### config.mk
export PLATFORM = sky130hd
export DESIGN_NAME = mdu_ctrl
export DESIGN_NICKNAME = d
export VERILOG_FILES = /design/src/rtl/mdu_pkg.sv /design/src/rtl/mdu_arith.sv /design/src/rtl/mdu_ctrl.sv
export SDC_FILE = /design/constraint.sdc
export NUM_CORES = 2
export LEC_CHECK = 0
export BUFFER_PORTS_ARGS = -buffer_cell sky130_fd_sc_hd__buf_2
export CORE_ASPECT_RATIO = 1.1
export CORE_MARGIN = 1
export CORE_UTILIZATION = 54
export CTS_CLUSTER_SIZE = 8
export DETAILED_ROUTE_END_ITERATION = 8
export PLACE_DENSITY = 0.75
export SLEW_MARGIN = 30
export SYNTH_ARGS = -nofsm -noshare
export SYNTH_HDL_FRONTEND = slang
export SYNTH_SLANG_ARGS = --single-unit
### constraint.sdc
create_clock -name clk -period 222.3 [get_ports clk]
set_clock_uncertainty 0.15 [all_clocks]
set_input_delay 55.575 -clock clk [delete_from_list [all_inputs] [get_ports clk]]
set_output_delay 55.575 -clock clk [all_outputs]
set_load 0.02 [all_outputs]
### src/rtl/mdu_pkg.sv
// Shared encodings and default latencies for the multiply/divide unit.
//   md_op_e    : operation encoding carried on op[1:0] (op[1] selects divide)
//   md_state_e : scheduler FSM state encoding
package mdu_pkg;

  typedef enum logic [1:0] {
    MD_MULT  = 2'b00,
    MD_MULTU = 2'b01,
    MD_DIV   = 2'b10,
    MD_DIVU  = 2'b11
  } md_op_e;

  typedef enum logic [1:0] {
    ST_IDLE = 2'b00,
    ST_MUL  = 2'b01,
    ST_DIV  = 2'b10
  } md_state_e;

  localparam int unsigned MULT_CYCLES_DEF = 5;
  localparam int unsigned DIV_CYCLES_DEF  = 10;
  localparam int unsigned CNT_W           = 4;

endpackage

### src/rtl/mdu_arith.sv
// Combinational multiply/divide datapath for the latched operation.
//   op      : latched operation (signed/unsigned mult/div)
//   a, b    : latched rs/rt operands
//   prod    : 64-bit product {hi,lo}
//   quot    : quotient (truncated toward zero)
//   rem     : remainder (sign of dividend)
//   divzero : divisor is zero
module mdu_arith
  import mdu_pkg::*;
(
  input  md_op_e      op,
  input  logic [31:0] a,
  input  logic [31:0] b,
  output logic [63:0] prod,
  output logic [31:0] quot,
  output logic [31:0] rem,
  output logic        divzero
);

  logic        is_signed;
  logic        a_neg;
  logic        b_neg;
  logic [31:0] a_mag;
  logic [31:0] b_mag;
  logic [31:0] b_safe;
  logic [63:0] prod_mag;
  logic [31:0] quot_mag;
  logic [31:0] rem_mag;

  // Work on magnitudes so the signed cases (including MIN / -1) are well defined.
  always_comb begin
    is_signed = (op == MD_MULT) || (op == MD_DIV);
    a_neg     = is_signed & a[31];
    b_neg     = is_signed & b[31];
    a_mag     = a_neg ? (~a + 32'd1) : a;
    b_mag     = b_neg ? (~b + 32'd1) : b;
    divzero   = (b == 32'd0);
    b_safe    = divzero ? 32'd1 : b_mag;
    prod_mag  = {32'd0, a_mag} * {32'd0, b_mag};
    quot_mag  = a_mag / b_safe;
    rem_mag   = a_mag % b_safe;
    prod      = (a_neg ^ b_neg) ? (~prod_mag + 64'd1) : prod_mag;
    quot      = (a_neg ^ b_neg) ? (~quot_mag + 32'd1) : quot_mag;
    rem       = a_neg ? (~rem_mag + 32'd1) : rem_mag;
  end

endmodule

### src/rtl/mdu_ctrl.sv
// Multi-cycle multiply/divide scheduler owning HI/LO.
//   clk, rst       : clock, synchronous active-low reset
//   start, op      : E-stage MULT/MULTU/DIV/DIVU request and encoding
//   mthi, mtlo     : E-stage moves of rs_val into HI/LO
//   rs_val, rt_val : forwarded E-stage operands
//   intreq         : interrupt flush; drops a same-cycle E-stage command
//   md_use_d       : D-stage instruction touches the MDU or HI/LO
//   busy           : operation in flight
//   stall_md       : stall request into the hazard path (combinational)
//   hi, lo         : HI/LO registers
module mdu_ctrl
  import mdu_pkg::*;
#(
  parameter int unsigned MULT_CYCLES = MULT_CYCLES_DEF,
  parameter int unsigned DIV_CYCLES  = DIV_CYCLES_DEF
) (
  input  logic        clk,
  input  logic        rst,
  input  logic        start,
  input  logic [1:0]  op,
  input  logic        mthi,
  input  logic        mtlo,
  input  logic [31:0] rs_val,
  input  logic [31:0] rt_val,
  input  logic        intreq,
  input  logic        md_use_d,
  output logic        busy,
  output logic        stall_md,
  output logic [31:0] hi,
  output logic [31:0] lo
);

  md_state_e        state_q, state_d;
  logic [CNT_W-1:0] cnt_q, cnt_d;
  md_op_e           op_q, op_d;
  logic [31:0]      a_q, a_d;
  logic [31:0]      b_q, b_d;
  logic [31:0]      hi_q, hi_d;
  logic [31:0]      lo_q, lo_d;

  logic [63:0] prod;
  logic [31:0] quot;
  logic [31:0] rem;
  logic        divzero;

  mdu_arith u_arith (
    .op      (op_q),
    .a       (a_q),
    .b       (b_q),
    .prod    (prod),
    .quot    (quot),
    .rem     (rem),
    .divzero (divzero)
  );

  always_comb begin
    state_d = state_q;
    cnt_d   = cnt_q;
    op_d    = op_q;
    a_d     = a_q;
    b_d     = b_q;
    hi_d    = hi_q;
    lo_d    = lo_q;
    unique case (state_q)
      ST_IDLE: begin
        if (!intreq) begin
          if (start) begin
            op_d    = md_op_e'(op);
            a_d     = rs_val;
            b_d     = rt_val;
            cnt_d   = op[1] ? CNT_W'(DIV_CYCLES) : CNT_W'(MULT_CYCLES);
            state_d = op[1] ? ST_DIV : ST_MUL;
          end else if (mthi) begin
            hi_d = rs_val;
          end else if (mtlo) begin
            lo_d = rs_val;
          end
        end
      end
      ST_MUL: begin
        if (cnt_q == CNT_W'(1)) begin
          {hi_d, lo_d} = prod;
          cnt_d        = '0;
          state_d      = ST_IDLE;
        end else begin
          cnt_d = cnt_q - CNT_W'(1);
        end
      end
      ST_DIV: begin
        if (cnt_q == CNT_W'(1)) begin
          // Divide by zero still burns the full latency but leaves HI/LO alone.
          if (!divzero) begin
            hi_d = rem;
            lo_d = quot;
          end
          cnt_d   = '0;
          state_d = ST_IDLE;
        end else begin
          cnt_d = cnt_q - CNT_W'(1);
        end
      end
      default: state_d = ST_IDLE;
    endcase
  end

  always_ff @(posedge clk) begin
    if (!rst) begin
      state_q <= ST_IDLE;
      cnt_q   <= '0;
      op_q    <= MD_MULT;
      a_q     <= '0;
      b_q     <= '0;
      hi_q    <= '0;
      lo_q    <= '0;
    end else begin
      state_q <= state_d;
      cnt_q   <= cnt_d;
      op_q    <= op_d;
      a_q     <= a_d;
      b_q     <= b_d;
      hi_q    <= hi_d;
      lo_q    <= lo_d;
    end
  end

  assign busy     = (state_q != ST_IDLE);
  // Stall already in the start cycle so a following MFHI/MFLO waits for the commit.
  assign stall_md = md_use_d && (busy || (start && !intreq));
  assign hi       = hi_q;
  assign lo       = lo_q;

endmodule

* Word level (Yosys, flattened, before mapping)
Cells that the tools add are included.
** Word-level totals
- Word-level logic and storage cells :: 87
- Bits of input ports :: 73
- Register bits :: 136
- Output and inout port bits :: 66
** Operators by class
- Divide/modulo/power cells :: 2
- Eq/ne operators :: 14
- $add $sub $neg :: 6
- Bitwise logic cells :: 9
- Mux-type cells :: 31
- Multipliers :: 1
- Reduce and logical (&&, ||, !) cells :: 17
** Operator list (count)
- 32-bit 2-to-1 mux :: 18
- 32-bit case mux with 3 select lines :: 2
- 32-bit by 1-bit adder with 32-bit output (second input constant) :: 4
- 32-bit inverter :: 4
- 64-bit by 1-bit adder with 64-bit output (second input constant) :: 1
- 32-bit by 32-bit multiplier with 64-bit output :: 1
- 64-bit 2-to-1 mux :: 1
- 64-bit inverter :: 1
- 32-bit by 32-bit divider with 32-bit output :: 1
- 32-bit zero test :: 1
- 32-bit by 32-bit remainder unit with 32-bit output :: 1
- 2-bit inequality test (second input constant) :: 9
- 4-bit 2-to-1 mux :: 4
- 3-bit AND reduction :: 3
- 2-bit 2-to-1 mux :: 4
- 4-bit case mux with 2 select lines :: 1
- 8-bit AND reduction :: 1
- 7-bit AND reduction :: 1
- 2-bit == test (second input constant) :: 2
- 4-bit by 1-bit == test with 1-bit output (second input constant) :: 1
- 2-bit zero test :: 2
- 2-bit case mux with 2 select lines :: 1
- 2-bit nonzero test :: 2
- 4-bit by 1-bit subtractor with 4-bit output (second input constant) :: 1
- 10 further kinds :: 13

* Depth between registers and ports, before layout
- Word-level depth :: 12
- Depth in mapped cells :: 380
- Depth with buffers taken out :: 349

* Modules after synthesis
From an unflattened synthesis, not the netlist that was laid out.
** Second synthesis, totals
- Cells, all modules :: 10138
- Area, all modules :: 74824.3 sq um
** By module, submodules not included
- mdu_arith :: times used 1, cells each 9282, seq. area each 0.0 sq um, area an instance 68538.2 sq um
- mdu_ctrl :: times used 1, cells each 856, seq. area each 2722.6 sq um, area an instance 6286.0 sq um

* Worst setup path before layout
OpenSTA, ideal clock, no wires.
- Kind :: in2out
- Start :: input intreq
- End :: output stall_md
- Arrival time :: 56.061 ns
- Path slack :: 110.514 ns
- Cell stages on the path :: 3
- Buffers on the path :: 0
- Data required time :: 166.575 ns
- Path through :: nand2b_1 > nand2_1 > and2_1
** Between the ends
- Word-level cells in the longest chain between the ends :: 4
** RTL lines
- start, declared :: line mdu_ctrl.sv:25 : input logic intreq,
- 1-bit zero test :: line mdu_ctrl.sv:128 : assign stall_md = md_use_d && (busy || (start && !intreq));
- 1-bit logical AND :: line mdu_ctrl.sv:128
- 1-bit logical OR :: line mdu_ctrl.sv:128
- 1-bit logical AND :: line mdu_ctrl.sv:128
- end, declared :: line mdu_ctrl.sv:28 : output logic stall_md,
No other way between the ends.

* Worst setup path after layout
Same ends and word-level chain as after synthesis.

==> results by group <==
Logic synthesis
  – Synth cell types: 116
  – Post-synth EDFFs: 0
  – Ys Warns: 0
  – Post-synthesis register bit count: around 140
  – Synth async-reset ratio: 0
  – Simple-gate area share of the yosys netlist: 0.2242
  – Syn_area_per_cell: 7.369 µm²
  – Synth Area in Adders: 0.3637
  – Area leader, netlist: fa_1
  – Mapped Nets: 12230
  – Compound-Gate Fraction of Synth Area: 0.2127
  – Top cells by area, synth: fa_1, ha_1, nand2_1
  – Post-Syn Area: approximately 77000 µm²
  – Main combinational cell family by area after synthesis: adder cells
  – Mux contribution to synthesized area: 0.01226
  – Area share of the largest cell type after synthesis: 0.2331
  – Post-synthesis cell count: between 10000 and 15000
  – Post-synth top flop: dfxtp_1
  – Post-synthesis sequential area ratio: 0.03508
  – XOR/XNOR Fraction of Synth Area: 0.06864

Critical path
  – Crit path DAT: approximately 56 ns
  – CP peak stage delay: 0.22 ns
  – CP Cell Sequence: buf_2, nand2b_1, nand2_1, and2_1, buf_2
  – Required time worst endpoint: 166.57 ns
  – Crit Path Class: input port to output port
  – WP buf/inv: 2
  – CP max stage cell: nand2b_1
  – CP Max Fanout: 4
  – Largest delay share family, worst path: simple AND/OR/NAND/NOR gates
  – Critical Path End Type: output port
  – CP Launch Type: input port
  – Most used cell, CP: buf_2

STA
  – Upper clock frequency limit: 8.922 MHz
  – Least-Margin Pin Slew: between 1 and 1.5 ns
  – Worst slew margin: 0.2354
  – Final setup viols: 0
  – Min Tclk post-route: 112.09 ns
  – Period utilization: 0.5042
  – RSZ-0062 raised after global routing: no
  – Slew Limit Fails: 0
  – TNS Setup: 0 ns
  – Final Hold Viols: 0

Clock tree
  – Resized Gates After CTS: 0
  – TritonCTS clock tree: yes
  – H-tree depth: 4
  – Setup Buffers After CTS: 0
  – Reg clk slew, reported paths: 0.07 ns
  – Clock buffer count from CTS: 17
  – Worst-Skew Late Latency: approximately 0.49 ns
  – Hold buffers post-CTS: 0
  – Clock Sinks: 135
  – Root Driver: clkbuf_16
  – Worst-case clock buffer depth: 2

Worst hold path
  – Hold Crit Class: flop to flop

GRT
  – Grt ovf: 0
  – Tot GR Track Use: 0.4980
  – Initial antenna violation count: 30
  – Vias in the first global route: 79860
  – First-pass GRT wire length: 527900 µm
  – Largest net degree at the start of global routing: 88

Status
  – Status: finished, final reports clean

Floorplan
  – Row cnt: 145
  – Die Ht: 398.1 µm
  – Die X: 362.1 µm
  – I/O pins: 139
  – Die ar.: 144200 µm²
  – Core Region: 141900 µm²
  – Initial core utilization: 0.5430

Routing
  – Via count: around 84000
  – Drt pass-1 iters: 9
  – Routed wire per std cell: 29.68 µm
  – Final ANT Viol Nets: 0
  – Drt total wl: roughly 370000 µm
  – 1st-iter DRT viols: 10500
  – DRC: 0
  – Via/cell ratio: 6.775

Placed design
  – RD Place Congestion: 1.092
  – Number of port buffers: 138
  – Placed cell area: 80790 µm²
  – DP Wirelength: 293400 µm

Finish
  – Area growth syn-to-layout: 5.780%
  – # fillers: 13370
  – Final instance area: between 80000 and 90000 µm²
  – Nets: 12180
  – Share of cells above drive strength 1: 0.07169

Job
  – Max_cap viols: 0
## routing by layer
layer | GRT usage | routed length [µm]
met1 | 0.5975 | 130200
met2 | 0.7221 | 150100
met4 | 0.3745 | 33440
met5 | 0 | 96
met3 | 0.1877 | 53010
## worst min-delay path: cells and delay by family (launching register included)
kind            cells  cell delay [ns]
compound gates      1             0.07
flops               1             0.31
simple gates        1             0.05
## layout by cell type, fill, tap and decap left out, types with 30 or more instances in the layout
cell      instances
nand2_1        1651
inv_1          1186
nor2_1          916
fa_1            897
ha_1            801
a21oi_1         661
o21ai_0         403
xnor2_1         349
buf_4           265
nor3_1          215
xor2_1          215
nand3_1         193
a21o_1          184
buf_2           138
dfxtp_1         135
o21a_1          128
a31oi_1         126
a21boi_0        101
nand4_1          97
nor2b_1          97
o211ai_1         90
a211oi_1         86
nand2b_1         73
and3_1           72
or3_1            70
and2_1           69
o31ai_1          69
nor4_1           64
or2_2            64
o21bai_1         63
mux2_2           50
a221oi_1         41
and4_1           40
o22ai_1          38
mux2i_1          37
a211o_1          30
a22oi_1          30
## synth_stat cells (all sizes together) (75+ instances only)
master and count:
a211oi 90, a21boi 105, a21o 184, a21oi 663
a31oi 126, buf 92, clkbuf 378, dfxtp 135
fa 897, ha 804, inv 1205, nand2 1656
nand2b 75, nand3 195, nand4 101, nor2 923
nor2b 100, nor3 231, nor4 88, o211ai 90
o21a 128, o21ai 436, xnor2 371, xor2 231
## per-stage QoR
stage	hold slack [ns]	setup slack (ns)	util	std cells
after floorplan	0.3136	110.51	-	10460
after global placement	0.3014	110.23	0.5687	12300
after detailed placement	0.3071	110.22	0.5694	12300
after CTS	0.3164	110.22	0.5735	12330
after global routing	0.3323	110.15	0.5739	12330
final	0.3202	110.22	0.5744	12360
## logic make-up after synthesis
group           Yosys count
buf+inv                1688
compound gates         2466
simple gates           3775
fa+ha+maj              1701
mux                      88
xor+xnor                602
flops                   135
## final timing paths
path	depth (start not counted)	endpoint	start	slack [ns]
max	5	stall_md	intreq	110.22
min	2	hi[15]$_SDFFE_PN0P_	hi[15]$_SDFFE_PN0P_	0.32
max reg2reg	321	hi[22]$_SDFFE_PN0P_	b_q[0]$_SDFFE_PN0P_	118.88
min reg2reg	2	hi[15]$_SDFFE_PN0P_	hi[15]$_SDFFE_PN0P_	0.32
## cell type report
class | instances | area (µm²) | share of cell area
multi-input cells | 8632 | 68490 | 0.8405
inverters | 1218 | 4577 | 0.05616
flip-flops and latches | 135 | 2703 | 0.03316
repair buffers | 403 | 2680 | 0.03289
well taps | 1911 | 2391 | 0.02934
clock buffers | 19 | 442.9 | 0.005435
clock inverters | 13 | 135.1 | 0.001658
diodes | 29 | 72.57 | 0.0008905
## registers in the layout, indices dropped and copies added, names as in the netlist
register  cells
a_q          32
b_q          32
hi           32
lo           32
cnt_q         4
state_q       2
op_q          1
Power is left out: the tool's default activity adds up to more than one toggle a clock period on the data nets, which glitch-free logic cannot reach.
